`src/rtl/seq_pattern_tx.sv`:
```
// Serial pattern transmitter: sends a PAT_W-bit pattern MSB-first for a number of
// frames, with idle-high gaps between frames, feeding the Moore sequence detectors.
module seq_pattern_tx #(
    parameter int PAT_W   = 4,
    parameter int GAP_CYC = 1,
    parameter int CNT_W   = 8
) (
    input  logic             clk,
    input  logic             rst_n,
    input  logic             start_valid,
    output logic             start_ready,
    input  logic [PAT_W-1:0] pattern,
    input  logic [CNT_W-1:0] frame_cnt,
    input  logic             abort,
    output logic             tx_bit,
    output logic             tx_en,
    output logic             frame_start,
    output logic             busy,
    output logic             done,
    output logic             aborted
);

    localparam int IDX_W = $clog2(PAT_W);
    localparam int GAP_W = (GAP_CYC > 1) ? $clog2(GAP_CYC) : 1;
    localparam logic [IDX_W-1:0] IDX_MSB  = IDX_W'(PAT_W - 1);
    localparam logic [GAP_W-1:0] GAP_LAST = GAP_W'((GAP_CYC > 0) ? (GAP_CYC - 1) : 0);

    typedef enum logic [1:0] {
        IDLE,
        SEND,
        GAP,
        DONE
    } state_t;

    state_t           state;
    state_t           state_n;
    logic [PAT_W-1:0] pat_q;
    logic [PAT_W-1:0] pat_n;
    logic [IDX_W-1:0] idx_q;
    logic [IDX_W-1:0] idx_n;
    logic [CNT_W-1:0] frames_q;
    logic [CNT_W-1:0] frames_n;
    logic [GAP_W-1:0] gap_q;
    logic [GAP_W-1:0] gap_n;
    logic             aborted_n;

    // Next-state logic; abort wins over every other SEND/GAP transition.
    always_comb begin
        state_n   = state;
        pat_n     = pat_q;
        idx_n     = idx_q;
        frames_n  = frames_q;
        gap_n     = gap_q;
        aborted_n = 1'b0;
        unique case (state)
            IDLE: begin
                if (start_valid) begin
                    pat_n    = pattern;
                    idx_n    = IDX_MSB;
                    frames_n = frame_cnt;
                    state_n  = (frame_cnt == '0) ? DONE : SEND;
                end
            end
            SEND: begin
                if (abort) begin
                    state_n   = DONE;
                    aborted_n = 1'b1;
                end else if (idx_q == '0) begin
                    // The <= guard keeps frames_left from ever wrapping below zero.
                    if (frames_q <= CNT_W'(1)) begin
                        state_n = DONE;
                    end else begin
                        frames_n = frames_q - CNT_W'(1);
                        idx_n    = IDX_MSB;
                        if (GAP_CYC > 0) begin
                            state_n = GAP;
                            gap_n   = GAP_LAST;
                        end else begin
                            state_n = SEND;
                        end
                    end
                end else begin
                    idx_n = idx_q - IDX_W'(1);
                end
            end
            GAP: begin
                if (abort) begin
                    state_n   = DONE;
                    aborted_n = 1'b1;
                end else if (gap_q == '0) begin
                    state_n = SEND;
                end else begin
                    gap_n = gap_q - GAP_W'(1);
                end
            end
            DONE: begin
                state_n = IDLE;
            end
            default: begin
                state_n = IDLE;
            end
        endcase
    end

    // Outputs are registered from the next-state values so they line up with the state.
    always_ff @(posedge clk) begin
        if (!rst_n) begin
            state       <= IDLE;
            pat_q       <= '0;
            idx_q       <= '0;
            frames_q    <= '0;
            gap_q       <= '0;
            tx_bit      <= 1'b1;
            tx_en       <= 1'b0;
            frame_start <= 1'b0;
            busy        <= 1'b0;
            done        <= 1'b0;
            aborted     <= 1'b0;
            start_ready <= 1'b1;
        end else begin
            state       <= state_n;
            pat_q       <= pat_n;
            idx_q       <= idx_n;
            frames_q    <= frames_n;
            gap_q       <= gap_n;
            tx_en       <= (state_n == SEND);
            tx_bit      <= (state_n == SEND) ? pat_n[idx_n] : 1'b1;
            frame_start <= (state_n == SEND) && (idx_n == IDX_MSB);
            busy        <= (state_n == SEND) || (state_n == GAP);
            done        <= (state_n == DONE);
            aborted     <= aborted_n;
            start_ready <= (state_n == IDLE);
        end
    end

endmodule
```
`config.mk`:
```
export PLATFORM = sky130hd
export DESIGN_NAME = seq_pattern_tx
export DESIGN_NICKNAME = d
export VERILOG_FILES = /design/src/rtl/seq_pattern_tx.sv
export SDC_FILE = /design/constraint.sdc
export NUM_CORES = 1
export LEC_CHECK = 0
export ABC_AREA = 1
export ABC_CLOCK_PERIOD_IN_PS = 1700
export CAP_MARGIN = 20
export CORE_MARGIN = 5
export CORE_UTILIZATION = 47
export DETAILED_ROUTE_END_ITERATION = 16
export GPL_TIMING_DRIVEN = 0
export MAX_ROUTING_LAYER = met4
export PLACE_DENSITY = 0.75
export SLEW_MARGIN = 30
export SYNTH_ARGS = -nofsm -noshare
export SYNTH_HDL_FRONTEND = slang
export SYNTH_SLANG_ARGS = --single-unit
export TNS_END_PERCENT = 30
```
`constraint.sdc`:
```
create_clock -name clk -period 1.7 [get_ports clk]
set_input_delay 0.255 -clock clk [delete_from_list [all_inputs] [get_ports clk]]
set_output_delay 0.255 -clock clk [all_outputs]
set_load 0.02 [all_outputs]
```
==> After elaboration in Yosys (flattened, before gate mapping) <==
Index checks and enable logic that the tools add are counted.
{ "word_totals": {"in_bits": 16, "wordCells": 71, "regBits": 24, "ram_bits": 0, "mem_count": 0, "out_inout_bits": 7, "latch_bits": 0, "mem_bits_ro": 0} }
{ "classes": {"n_shift": 0, "div_mod_pow": 0, "n_lt_le_gt_ge": 2, "bitwise_logic": 0, "muxes": 29, "n_reduce_logical": 13, "multipliers": 0, "n_eq_ne": 12, "addsub": 3} }
{ "op_table": {"columns": ["op", "count"], "rows": [
  ["8-bit two-way mux", 4],
  ["2-bit two-way mux", 10],
  ["8-bit one-hot mux with 2 select lines", 1],
  ["2-bit == test (second input constant)", 5],
  ["2-bit != test (second input constant)", 5],
  ["5-bit AND reduction", 2],
  ["8-bit by 1-bit less-or-equal comparator with 1-bit output (second input constant)", 1],
  ["8-bit zero test", 1],
  ["1-bit two-way mux", 8],
  ["4-bit two-way mux", 2],
  ["2-bit one-hot mux with 4 select lines", 1],
  ["8-bit by 1-bit subtractor with 8-bit output (second input constant)", 1],
  ["2-bit zero test", 3],
  ["2-bit by 1-bit == test with 1-bit output (second input constant)", 2],
  ["2-bit one-hot mux with 2 select lines", 1],
  ["2-bit AND reduction", 2],
  ["2-bit nonzero test", 2],
  ["2-bit by 3-bit less-than comparator with 1-bit output (second input constant)", 1],
  ["1-bit binary-select mux with 2-bit select", 1],
  ["1-bit one-hot mux with 2 select lines", 1],
  ["2-bit OR reduction", 1],
  ["2-bit by 1-bit subtractor with 2-bit output (second input constant)", 1],
  ["1-bit logical AND", 1],
  ["1-bit logical OR", 1],
  ["1-bit subtractor (second input constant)", 1]
]} }

==> Longest topological paths before layout <==
{ "depth": {"depth_word": 7, "mapped_depth": 14, "ltp_nobuf": 14} }

==> Worst setup path after synthesis <==
No wires, ideal clock.
{ "synth_path": {"path_kind": "flip-flop to flip-flop", "startpoint": "register state[1]", "endpoint": "register busy", "setup_slack_ns": -0.140, "t_required_ns": 1.591, "setup_time_ns": 0.109, "n_path_buf": 1, "period_less_slack_ns": 1.840, "path_stages_with_launch": 11, "t_arrival_ns": 1.731, "cell_sequence": "dfxtp_1 > inv_1 > ha_1 > buf_2 > o21ai_0 > nand2_1 > a221oi_2 > inv_1 > ha_1 > nand2_1 > inv_1"} }
{ "synth_between": {"elab_chain_len": 5, "word_cells_on_any_way": 13, "classes_between": "eq/ne (5); mux (6); reduce/logical (2)"} }
{ "synth_rtl": {"columns": ["item", "line", "rtl"], "rows": [
  ["start, declared", "35", "state_t state;"],
  ["start signal, assigned", "121", "state <= state_n;"],
  ["2-bit two-way mux, on equally long branches", "90, 68", null],
  ["2-bit two-way mux, on equally long branches", "87, 65", null],
  ["2-bit one-hot mux with 4 select lines (*)", "55", "unique case (state)"],
  ["named net state_n[1]", "36", "state_t state_n;"],
  ["2-bit by 1-bit == test with 1-bit output / 2-bit == test (equally long branches)", "129", "busy <= (state_n == SEND) || (state_n == GAP);"],
  ["1-bit logical OR (*)", "129", null],
  ["end signal, assigned", "129", null],
  ["end, declared", "18", "output logic busy,"]
]} }
The timed path passes the listed nets; every way through them passes the cells marked *.
A chain may end at the register's enable or synchronous reset.

==> Worst setup path in the final report <==
{ "layout_path": {"startpoint": "register frames_q[0]", "endpoint": "register busy"} }
{ "layout_between": {"elab_chain_len": 7, "word_cells_on_any_way": 8, "classes_between": "order compare (1); eq/ne (2); mux (4); reduce/logical (1)"} }
{ "layout_rtl": {"columns": ["item", "line", "rtl"], "rows": [
  ["start, declared", "41", "logic [CNT_W-1:0] frames_q;"],
  ["start signal, assigned", "124", "frames_q <= frames_n;"],
  ["8-bit by 1-bit less-or-equal comparator with 1-bit output (*)", "70", "if (frames_q <= CNT_W'(1)) begin"],
  ["1-bit two-way mux (*)", "70", null],
  ["2-bit two-way mux (*)", "68", "end else if (idx_q == '0) begin"],
  ["2-bit two-way mux (*)", "65", "if (abort) begin"],
  ["2-bit one-hot mux with 4 select lines (*)", "55", null],
  ["named net state_n[0]", "36", null],
  ["2-bit by 1-bit == test with 1-bit output / 2-bit == test (equally long branches)", "129", null],
  ["1-bit logical OR (*)", "129", null]
]} }
Marks and branches as above.

==> impl_metrics.json <==
{
  "setup_viol": 3,
  "fin_skew_ps": 9.223,
  "placementRows": 19,
  "drc": 0,
  "holdBufCountCts": 0,
  "ys_ff_latch": 23,
  "core_area_sq_um": 2758,
  "cts_tree": "yes",
  "whs_path_depth": 2,
  "grtUsageTotal_pct": 18.92,
  "synth_top_area_share_pct": 34.14,
  "min_period_ps": 1762,
  "ys_top_cells_by_count": "nand2_1 (48), dfxtp_1 (23), nor2_1 (23)",
  "grt_max_degree": 14,
  "start_kind": "register",
  "worst_slew_pin_slew_ps": 527.4,
  "fin_ws_ps": -61.76,
  "setup-tns-final_ps": -119.6,
  "synthDistinctLibCells": 29,
  "synthMostInstantiatedCell": "nand2_1",
  "max_freq_ghz": 0.5676,
  "worstPathCellList": "inv_4 -> ha_4 -> nor2_4 -> nor2_4 -> nand3_2 -> nand3_2 -> a21oi_2 -> nand2_1 -> nand2_2 -> inv_2 -> ha_2 -> nand2_1 -> inv_1",
  "syn-num-nets": 220,
  "p_comb_share_pct": 53.6,
  "path_buf_inv": 3,
  "die_area_sq_um": 4041,
  "seqCellArea_sq_um": 473.0,
  "drv_cap": 0,
  "violations": "negative setup slack",
  "worstSetupPathType": "register to register",
  "grt_util_met1_pct": 22.20,
  "insertion_delay_ps": 330,
  "final_util_pct": 67.70,
  "rsz0062_at_grt": "yes",
  "wl_per_cell_um": 14.02,
  "gp_congestion": 0.9086,
  "routed-via-count": 1419,
  "initial_core_util_pct": 48.91,
  "required_ps": 1980,
  "yosysTopAreaCell": "dfxtp_1",
  "grt_util_met2_pct": 30.84,
  "hold_viol_final": 0,
  "syn_to_final_growth_pct": 38.40,
  "slew_violations": 0,
  "synth_area_sq_um": 1349,
  "switchingPower_uw": 939.3,
  "clockBufferDepth": 2,
  "synth_edf_count": 0,
  "fin_crit_sh_pct": 103.6,
  "via_per_inst": 5.458,
  "sw_frac_of_total_pct": 43.74,
  "dp_hpwl_mm": 2.477,
  "grt_antenna_before_repair": 0,
  "syn-instance-count": 196,
  "seq_power_share_pct": 33.7,
  "clock_sinks": 23,
  "clkPwrFrac_pct": 12.7,
  "grt_pass1_vias": 1332,
  "firstDrtPassIters": 4,
  "slowest_stage": "dfxtp_4",
  "fin_cells": 260,
  "syn_avg_cell_area_sq_um": 6.882,
  "leakage_uw": 0.0008264,
  "met3_usage_pct": 3.552,
  "htree_num_levels": 1,
  "grt_pass1_wl_mm": 5.906,
  "power.internal_uw": 1208,
  "peakVddDrop_mv": 0.8733,
  "ant_nets": 0,
  "cts_root_buf": "clkbuf_4",
  "worstSetupPathDepth": 13,
  "die_h_um": 63.57,
  "cp_slowest_stage_delay_ps": 410,
  "outcome": "finished with violations",
  "drt-initial-drc-count": 73,
  "hp-class": "register to register",
  "multiInputGateArea_sq_um": 912.1,
  "fin_nets": 254,
  "ys_seq_area_share_pct": 34.14,
  "yosys-top-cells-area": "dfxtp_1 (34%), nand2_1 (13%), ha_1 (7.4%)",
  "grt-ovfl-total": 0,
  "ys_warn_count": 0,
  "diodes": 0,
  "wirelength_mm": 3.646,
  "crit_fanout": 3,
  "clkTransAtPathRegs_ps": 140,
  "synthFlopType": "dfxtp_1",
  "die_width_um": 63.57,
  "drive_above_1_share_pct": 32.31,
  "slew_headroom_pct": 64.84,
  "ios": 23,
  "nFillCells": 236,
  "arrival_ps": 2040,
  "io_buffers": 22,
  "worstRegToRegCells": 13,
  "cts_buffers": 3,
  "cp-end-kind": "register",
  "cp_top_family": "simple AND/OR/NAND/NOR gates",
  "p_per_area_nw_per_um2": 1150,
  "dp_slack_ps": -332.3,
  "dpl.cell_count": 249,
  "synth_async_sr_flop_share_pct": 0,
  "top_usage_layer": "met2"
}
-- state kept, by name, summed over array words and instances (netlist names) --
register     count
idx_q            2
busy             1
done             1
pat_q            4
state            2
frames_q         8
tx_en            1
frame_start      1
start_ready      1
tx_bit           1
aborted          1
-- layout make-up --
cell class / count / area share, %
Clock inverter: 1 / 0.2681
Multi-Input combinational cell: 143 / 48.86
Timing Repair Buffer: 29 / 14.81
Clock buffer: 3 / 1.206
Tap cell: 31 / 2.078
Buffer: 4 / 1.609
Sequential cell: 23 / 25.34
Inverter: 26 / 5.831
-- worst reg2reg max path, cell delays in order, from the launching register on --
cell and delay, ps:
dfxtp_4 410, inv_4 50, ha_4 160, nor2_4 110, nor2_4 50, nand3_2 100, nand3_2 80, a21oi_2 120
nand2_1 70, nand2_2 100, inv_2 50, ha_2 300, nand2_1 50, inv_1 70
-- cell families (layout without fill, tap and decap cells) --
logic type / after synthesis / after routing / share of synthesized area [%]
flip-flops: 23 / 23 / 34.14
AND/OR/NAND/NOR: 105 / 105 / 34.88
AO/OA/AOI/OAI: 27 / 27 / 12.34
buffers and inverters: 30 / 63 / 9.090
multiplexers: 2 / 2 / 1.484
XOR/XNOR: 1 / 1 / 0.6495
adder cells (fa/ha/maj): 8 / 8 / 7.421
-- placed cells by master (no fill, tap or decap), types with 6 or more instances in the layout --
cell type,instances
nand2_1,45
clkdlybuf4s50_1,22
dfxtp_1,19
nor2_1,17
inv_2,11
nand2_2,11
inv_1,10
nand3_1,10
nor2_2,7
o21ai_0,7
a21oi_1,6
buf_4,6
-- what timing repair did --
action | in CTS | in global routing
setup endpoints to repair | 6 | 11
buffers inserted | 5 | 2
pin swaps | 9 | 14
gates resized for setup | 26 | 16
-- metrics by stage --
step | power (uW) | area (sq um) | hold WS (ps)
after floorplan | 1402 | 1380 | 348.5
after global placement | 1619 | 1639 | 474.1
after detailed placement | 1661 | 1639 | 476.3
after CTS | 2058 | 1793 | 497.2
after global routing | 2329 | 1867 | 512.1
final | 2147 | 1867 | 496.6
-- power by group through the flow --
stage	registers [uW]	clock network, uW	logic (uW)
finish	724	272	1150
CTS	717	278	1060
global route	736	311	1280
detailed placement	716	0	946
global placement	709	0	910
floorplan	739	0	663
-- path summary, 6_finish.rpt --
path | start | end | slack, ps
max reg2reg | frames_q[0] | busy | -60
max | frames_q[0] | busy | -60
min | frames_q[7] | frames_q[7] | 500
min reg2reg | frames_q[7] | frames_q[7] | 500
-- metal layers --
layer / vias up / wire, um
met3: 21 / 239
met2: 68 / 1780
li1: 690 / -
met5: - / 0
met4: 0 / 155
met1: 640 / 1471
Power figures use the tool's default switching activity.
==> RTL change 1, RTL diff (same flow settings) <==
Encoding of `state_t`: now one-hot (4 bits for 4 states).
--- a/src/rtl/seq_pattern_tx.sv
+++ b/src/rtl/seq_pattern_tx.sv
@@ -25,11 +25,11 @@
     localparam logic [IDX_W-1:0] IDX_MSB  = IDX_W'(PAT_W - 1);
     localparam logic [GAP_W-1:0] GAP_LAST = GAP_W'((GAP_CYC > 0) ? (GAP_CYC - 1) : 0);
 
-    typedef enum logic [1:0] {
-        IDLE,
-        SEND,
-        GAP,
-        DONE
+    typedef enum logic [3:0] {
+        IDLE = 4'b0001,
+        SEND = 4'b0010,
+        GAP  = 4'b0100,
+        DONE = 4'b1000
     } state_t;
 
     state_t           state;
Behaviour: same outputs for any inputs over 10 cycles, from zero or initial values and one cycle with rst_n low; not proved beyond that.
==> RTL change 1 against the original RTL <==
- clock skew is 0.0042 ns lower
- sequential cell count is 2 higher
- worst hold slack worse by 0.20 ns
- synthesized area is 1.9% higher
- critical path depth is 1 lower
- combinational power is 46% lower
- setup slack better by 0.19 ns
- synthesized cell count is 5.1% lower
- cell area is 10% lower
- highest routed layer unchanged
- total power is 26% lower
- cell count is 6.9% lower
- routed wire length is 16% lower
- largest cell class unchanged
==> RTL change 1: results (changes against the original RTL) <==
* Status: finished, final reports clean
* Avg Synthesized Cell Area at 7.39 sq um (+7.4%)
* Total GRT Usage at 16.5% (-2.5 points)
* Xor and xnor area share after synthesis at 1.91% (+1.3 points)
* GPL Wtd Cong at 0.861 (-5.3%)
* Hold Slack at 0.297 ns (-0.199 ns)
* Worst Reg2Reg Path Length in Cells at 12 (-1)
* Pleak at 0.728 nW (-12%)
* PortBufs at 21 (-4.5%)
* Clock skew at 0.00507 ns (-0.00416 ns)
* Pin count of the biggest net entering global routing at 16 (+2)
* Hold EP: start_ready
* Pre-CTS WS at -0.0466 ns (+0.286 ns)
* Min-Delay Startpoint: rst_n
* Share of layout cells above drive strength 1 at 19.9% (-12 points)
* Dominant cells by area after synthesis: dfxtp_1 36%, nand2_1 7.6%, nor2_1 6.3%
* Post-synthesis adder-cell area fraction at 1.82% (-5.6 points)
* Nets@finish at 230 (-9.4%)
* Seq/Total Area, Yosys at 36.4% (+2.3 points)
* Critical Path Max Stage Delay at 0.35 ns (-0.06 ns)
* Via count at 1274 (-10%)
* Placed inst area at 0.00162 sq mm (-0.92%)
* Crit path DAT at 1.85 ns (-0.19 ns)
* Total length of routed wires at 3060 microns (-16%)
* Initial drt markers at 98 (+34%)
* Worst r2r dst: frames_q[2]
* Synth cell types at 31 (+6.9%)
* R2R Setup Slk at 0.13 ns (+0.19 ns)
* Slew Limit Headroom at 70.9% (+6.0 points)
* Syn_nets at 204 (-7.3%)
* Mux cell area share after synthesis at 1.46% (-0.028 points)
## RTL change 1: changes by cell type after synthesis, sizes merged, moves of 3 or more
cell	delta
o21ai	+6
nand2	-22
o221ai	+3
ha	-6
nor2	+7
xor2	+3
## RTL change 1: how the worst max path moves through the flow
stage,start,to,slack (ns)
2_1_floorplan,frames_q[0],frames_q[2],0.27
3_3_place_gp,start_valid,tx_bit,-0.05
3_5_place_dp,start_valid,tx_bit,-0.05
4_1_cts,frames_q[0],tx_bit,0.04
5_1_grt,frames_q[1],frames_q[3],0.009
6_report,frames_q[0],frames_q[2],0.13
## RTL change 1: area by class of cell
cell class / instances / area, sq um / share of cell area (%)
clock buffer: 3 / 22.5 / 1.35
buffer: 3 / 18.8 / 1.12
multi-input combinational: 130 / 758 / 45.3
tap: 31 / 38.8 / 2.32
sequential: 25 / 502 / 30.0
timing repair buffer: 21 / 210 / 12.6
inverter: 28 / 115 / 6.88
clock inverter: 1 / 7.51 / 0.449
## RTL change 1: timing repair
item	4_1_cts	5_1_grt
setup endpoints to repair	1	8
setup buffers	0	0
gates resized for setup	1	4
## RTL change 1: per-layer routing
layer | GRT usage, % | share of wire, % | vias to the layer above
met4 | 6.11 | 1.3 | 0
met1 | 19.4 | 43 | 591
li1 | - | - | 654
met3 | 4.38 | 5.4 | 5
met5 | - | 0 | -
met2 | 26.8 | 50 | 24
## RTL change 1: worst register-to-register path, cell delays in order, from the launching register on
cell     delay (ns)
dfxtp_2        0.35
inv_1          0.12
ha_4           0.19
nor2_2         0.05
nor2_1         0.14
nand2_1        0.12
nand2_2        0.08
nand2_2        0.08
nand2_8        0.13
inv_6          0.06
nand2_1        0.05
nand2_1        0.06
a21oi_2        0.10
==> RTL change 2, RTL diff (same flow settings) <==
Without the edit above. Change the parameter `PAT_W` from 4 to 2.
--- a/src/rtl/seq_pattern_tx.sv
+++ b/src/rtl/seq_pattern_tx.sv
@@ -1,7 +1,7 @@
 // Serial pattern transmitter: sends a PAT_W-bit pattern MSB-first for a number of
 // frames, with idle-high gaps between frames, feeding the Moore sequence detectors.
 module seq_pattern_tx #(
-    parameter int PAT_W   = 4,
+    parameter int PAT_W   = 2,
     parameter int GAP_CYC = 1,
     parameter int CNT_W   = 8
 ) (
Interface: changed (resized pattern); port bits go from 23 to 21. The function was not compared with the original's and may differ.
==> RTL change 2 against the original RTL <==
- synthesized area decreased by 10%
- sequential share of layout area down 1.4 points
- sequential cell count down 3
- routed wire length fell by 16%
- synthesized cell count shrank 6.6%
- critical endpoint is now tx_en
- count of clock-buffer cells in the layout did not move
- cell area down 8.6%
- setup slack better by 0.078 ns
- via count down 11%
- cell count decreased by 5.4%
- utilization grew 1.1 points
- critical path depth shrank 4
Power is not compared: it rests on default switching activity, and its combinational part moved more than twofold at a synthesized area within 25%.
==> RTL change 2: results (changes against the original RTL) <==
* Status: finished, final reports clean
* HPWL after DPL at 2040 microns (-18%)
* Dominant cells by area after synthesis: dfxtp_1 33%, nand2_1 15%, ha_1 9.3%
* Most frequent cells after synthesis: 47 x nand2_1, 29 x nor2_1, 21 x inv_1, 20 x dfxtp_1, 16 x nand3_1
* Pleak at 0.816 nW
* Yosys synthesis warning count at 0 (unchanged)
* GPL Wtd Cong at 0.866 (-4.7%)
* Vias per cell at 5.15 (-5.6%)
* Hold buffer count at cts at 0 (unchanged)
* Main synth FF type: dfxtp_1
* Clock tree buffer depth at 2 (unchanged)
* Seq/Total Area, Yosys at 33.1% (-1.1 points)
* Vias in the first global route at 1163 (-13%)
* Post-Place Cells at 233 (-6.4%)
* Antenna diode count at 0 (unchanged)
* Avg Synthesized Cell Area at 6.62 sq um (-3.8%)
* Clock skew at 0.00648 ns (-0.00275 ns)
* Initial drt markers at 69 (-5.5%)
* Syn_nets at 206 (-6.4%)
* Skew-Pair Late Insertion Delay at 0.30 ns (-0.03 ns)
* Pre-antenna DRT Iters at 5 (+1)
* Crit path DAT at 1.89 ns (-0.15 ns)
* Synth async-reset ratio at 0% (unchanged)
* Clock slew at reported path FFs at 0.12 ns (-0.02 ns)
* TritonCTS Buffers at 3 (unchanged)
* Per-cell routed wire length at 12.5 microns (-11%)
* PortBufs at 20 (-9.1%)
* Initial antenna violation count at 0 (unchanged)
* Root Driver: clkbuf_4
* First-pass GRT wire length at 4640 microns (-22%)
* Crit path max fanout at 10 (+7)
* Total GRT Usage at 16.8% (-2.1 points)
* Pin count of the biggest net entering global routing at 11 (-3)
* Share of layout cells above drive strength 1 at 25.9% (-6.4 points)
* Worst-Margin Slew at 0.306 ns (-0.222 ns)
* H-tree depth at 1 (unchanged)
* Largest registers: frames_q (8), pat_q (2), state (2)
* Synth cell types at 24 (-17%)
* HP Class: register to register
* Max IR drop VDD at 1.50 mV
* Nets@finish at 241 (-5.1%)
* Non-Filler Instances at 246 (-5.4%)
-- RTL change 2: final timing paths --
| kind | start | endpoint | slack (ns) | cells past startpoint |
|---|---|---|---|---|
| worst min register to register | pat_q[0] | pat_q[0] | 0.51 | 2 |
| worst min-delay path | pat_q[0] | pat_q[0] | 0.51 | 2 |
| worst max-delay path | state[1] | tx_en | 0.02 | 9 |
| worst max register to register | state[1] | tx_en | 0.02 | 9 |
-- RTL change 2: cell type report --
cell class                      count  area, sq um
Timing Repair Buffer               30          279
Buffer                              2         10.0
Inverter                           28          118
Fill cell                         199          772
Clock buffer                        3         22.5
Tap cell                           30         37.5
Sequential cell                    20          408
Multi-Input combinational cell    133          831
-- RTL change 2: per-layer routing --
metal	global-route usage (%)	routed length [microns]
met5	-	0
met4	6.50	64
met3	3.40	154
met2	28.4	1540
met1	19.5	1320
-- RTL change 2: metrics by stage --
stage,worst slack [ns],area [sq um],utilization [%]
after floorplan,0.00667,1210,-
after global placement,-0.218,1450,58.6
after detailed placement,-0.273,1450,58.6
after CTS,0.00434,1570,63.3
after global routing,-0.0890,1710,68.8
final,0.0166,1710,68.8
-- RTL change 2: cells by family (layout without fill, tap and decap cells) --
logic type	after synthesis	in the layout	share of synthesized area, %
buffers and inverters	30	63	9.50
muxes	1	1	0.826
xor gates and xnor gates	1	1	0.723
DFF	20	20	33.1
AOI/OAI and AO/OA	18	18	8.78
and+or+nand+nor	104	104	37.8
adders and majority gates	9	9	9.30
-- RTL change 2: worst max-delay path, cell delays in order (launching register included) --
cell      delay (ns)
dfxtp_2         0.36
inv_4           0.08
ha_4            0.16
inv_4           0.07
o211ai_1        0.25
nand3_2         0.21
buf_6           0.18
ha_1            0.19
nand2_1         0.06
inv_1           0.03
-- RTL change 2: timing repair --
action / in CTS / in global routing
gates resized for setup: 17 / 24
setup endpoints to repair: 6 / 4
pin swaps: 5 / 11
endpoints found under the hold margin: 0 / 0
buffers inserted: 5 / 5
-- RTL change 2: power breakdown --
group	leakage [nW]	switching, mW	internal, mW
sequential	0.167	0.151	0.690
clock	0.0138	0.149	0.0825
combinational	0.635	1.55	1.15
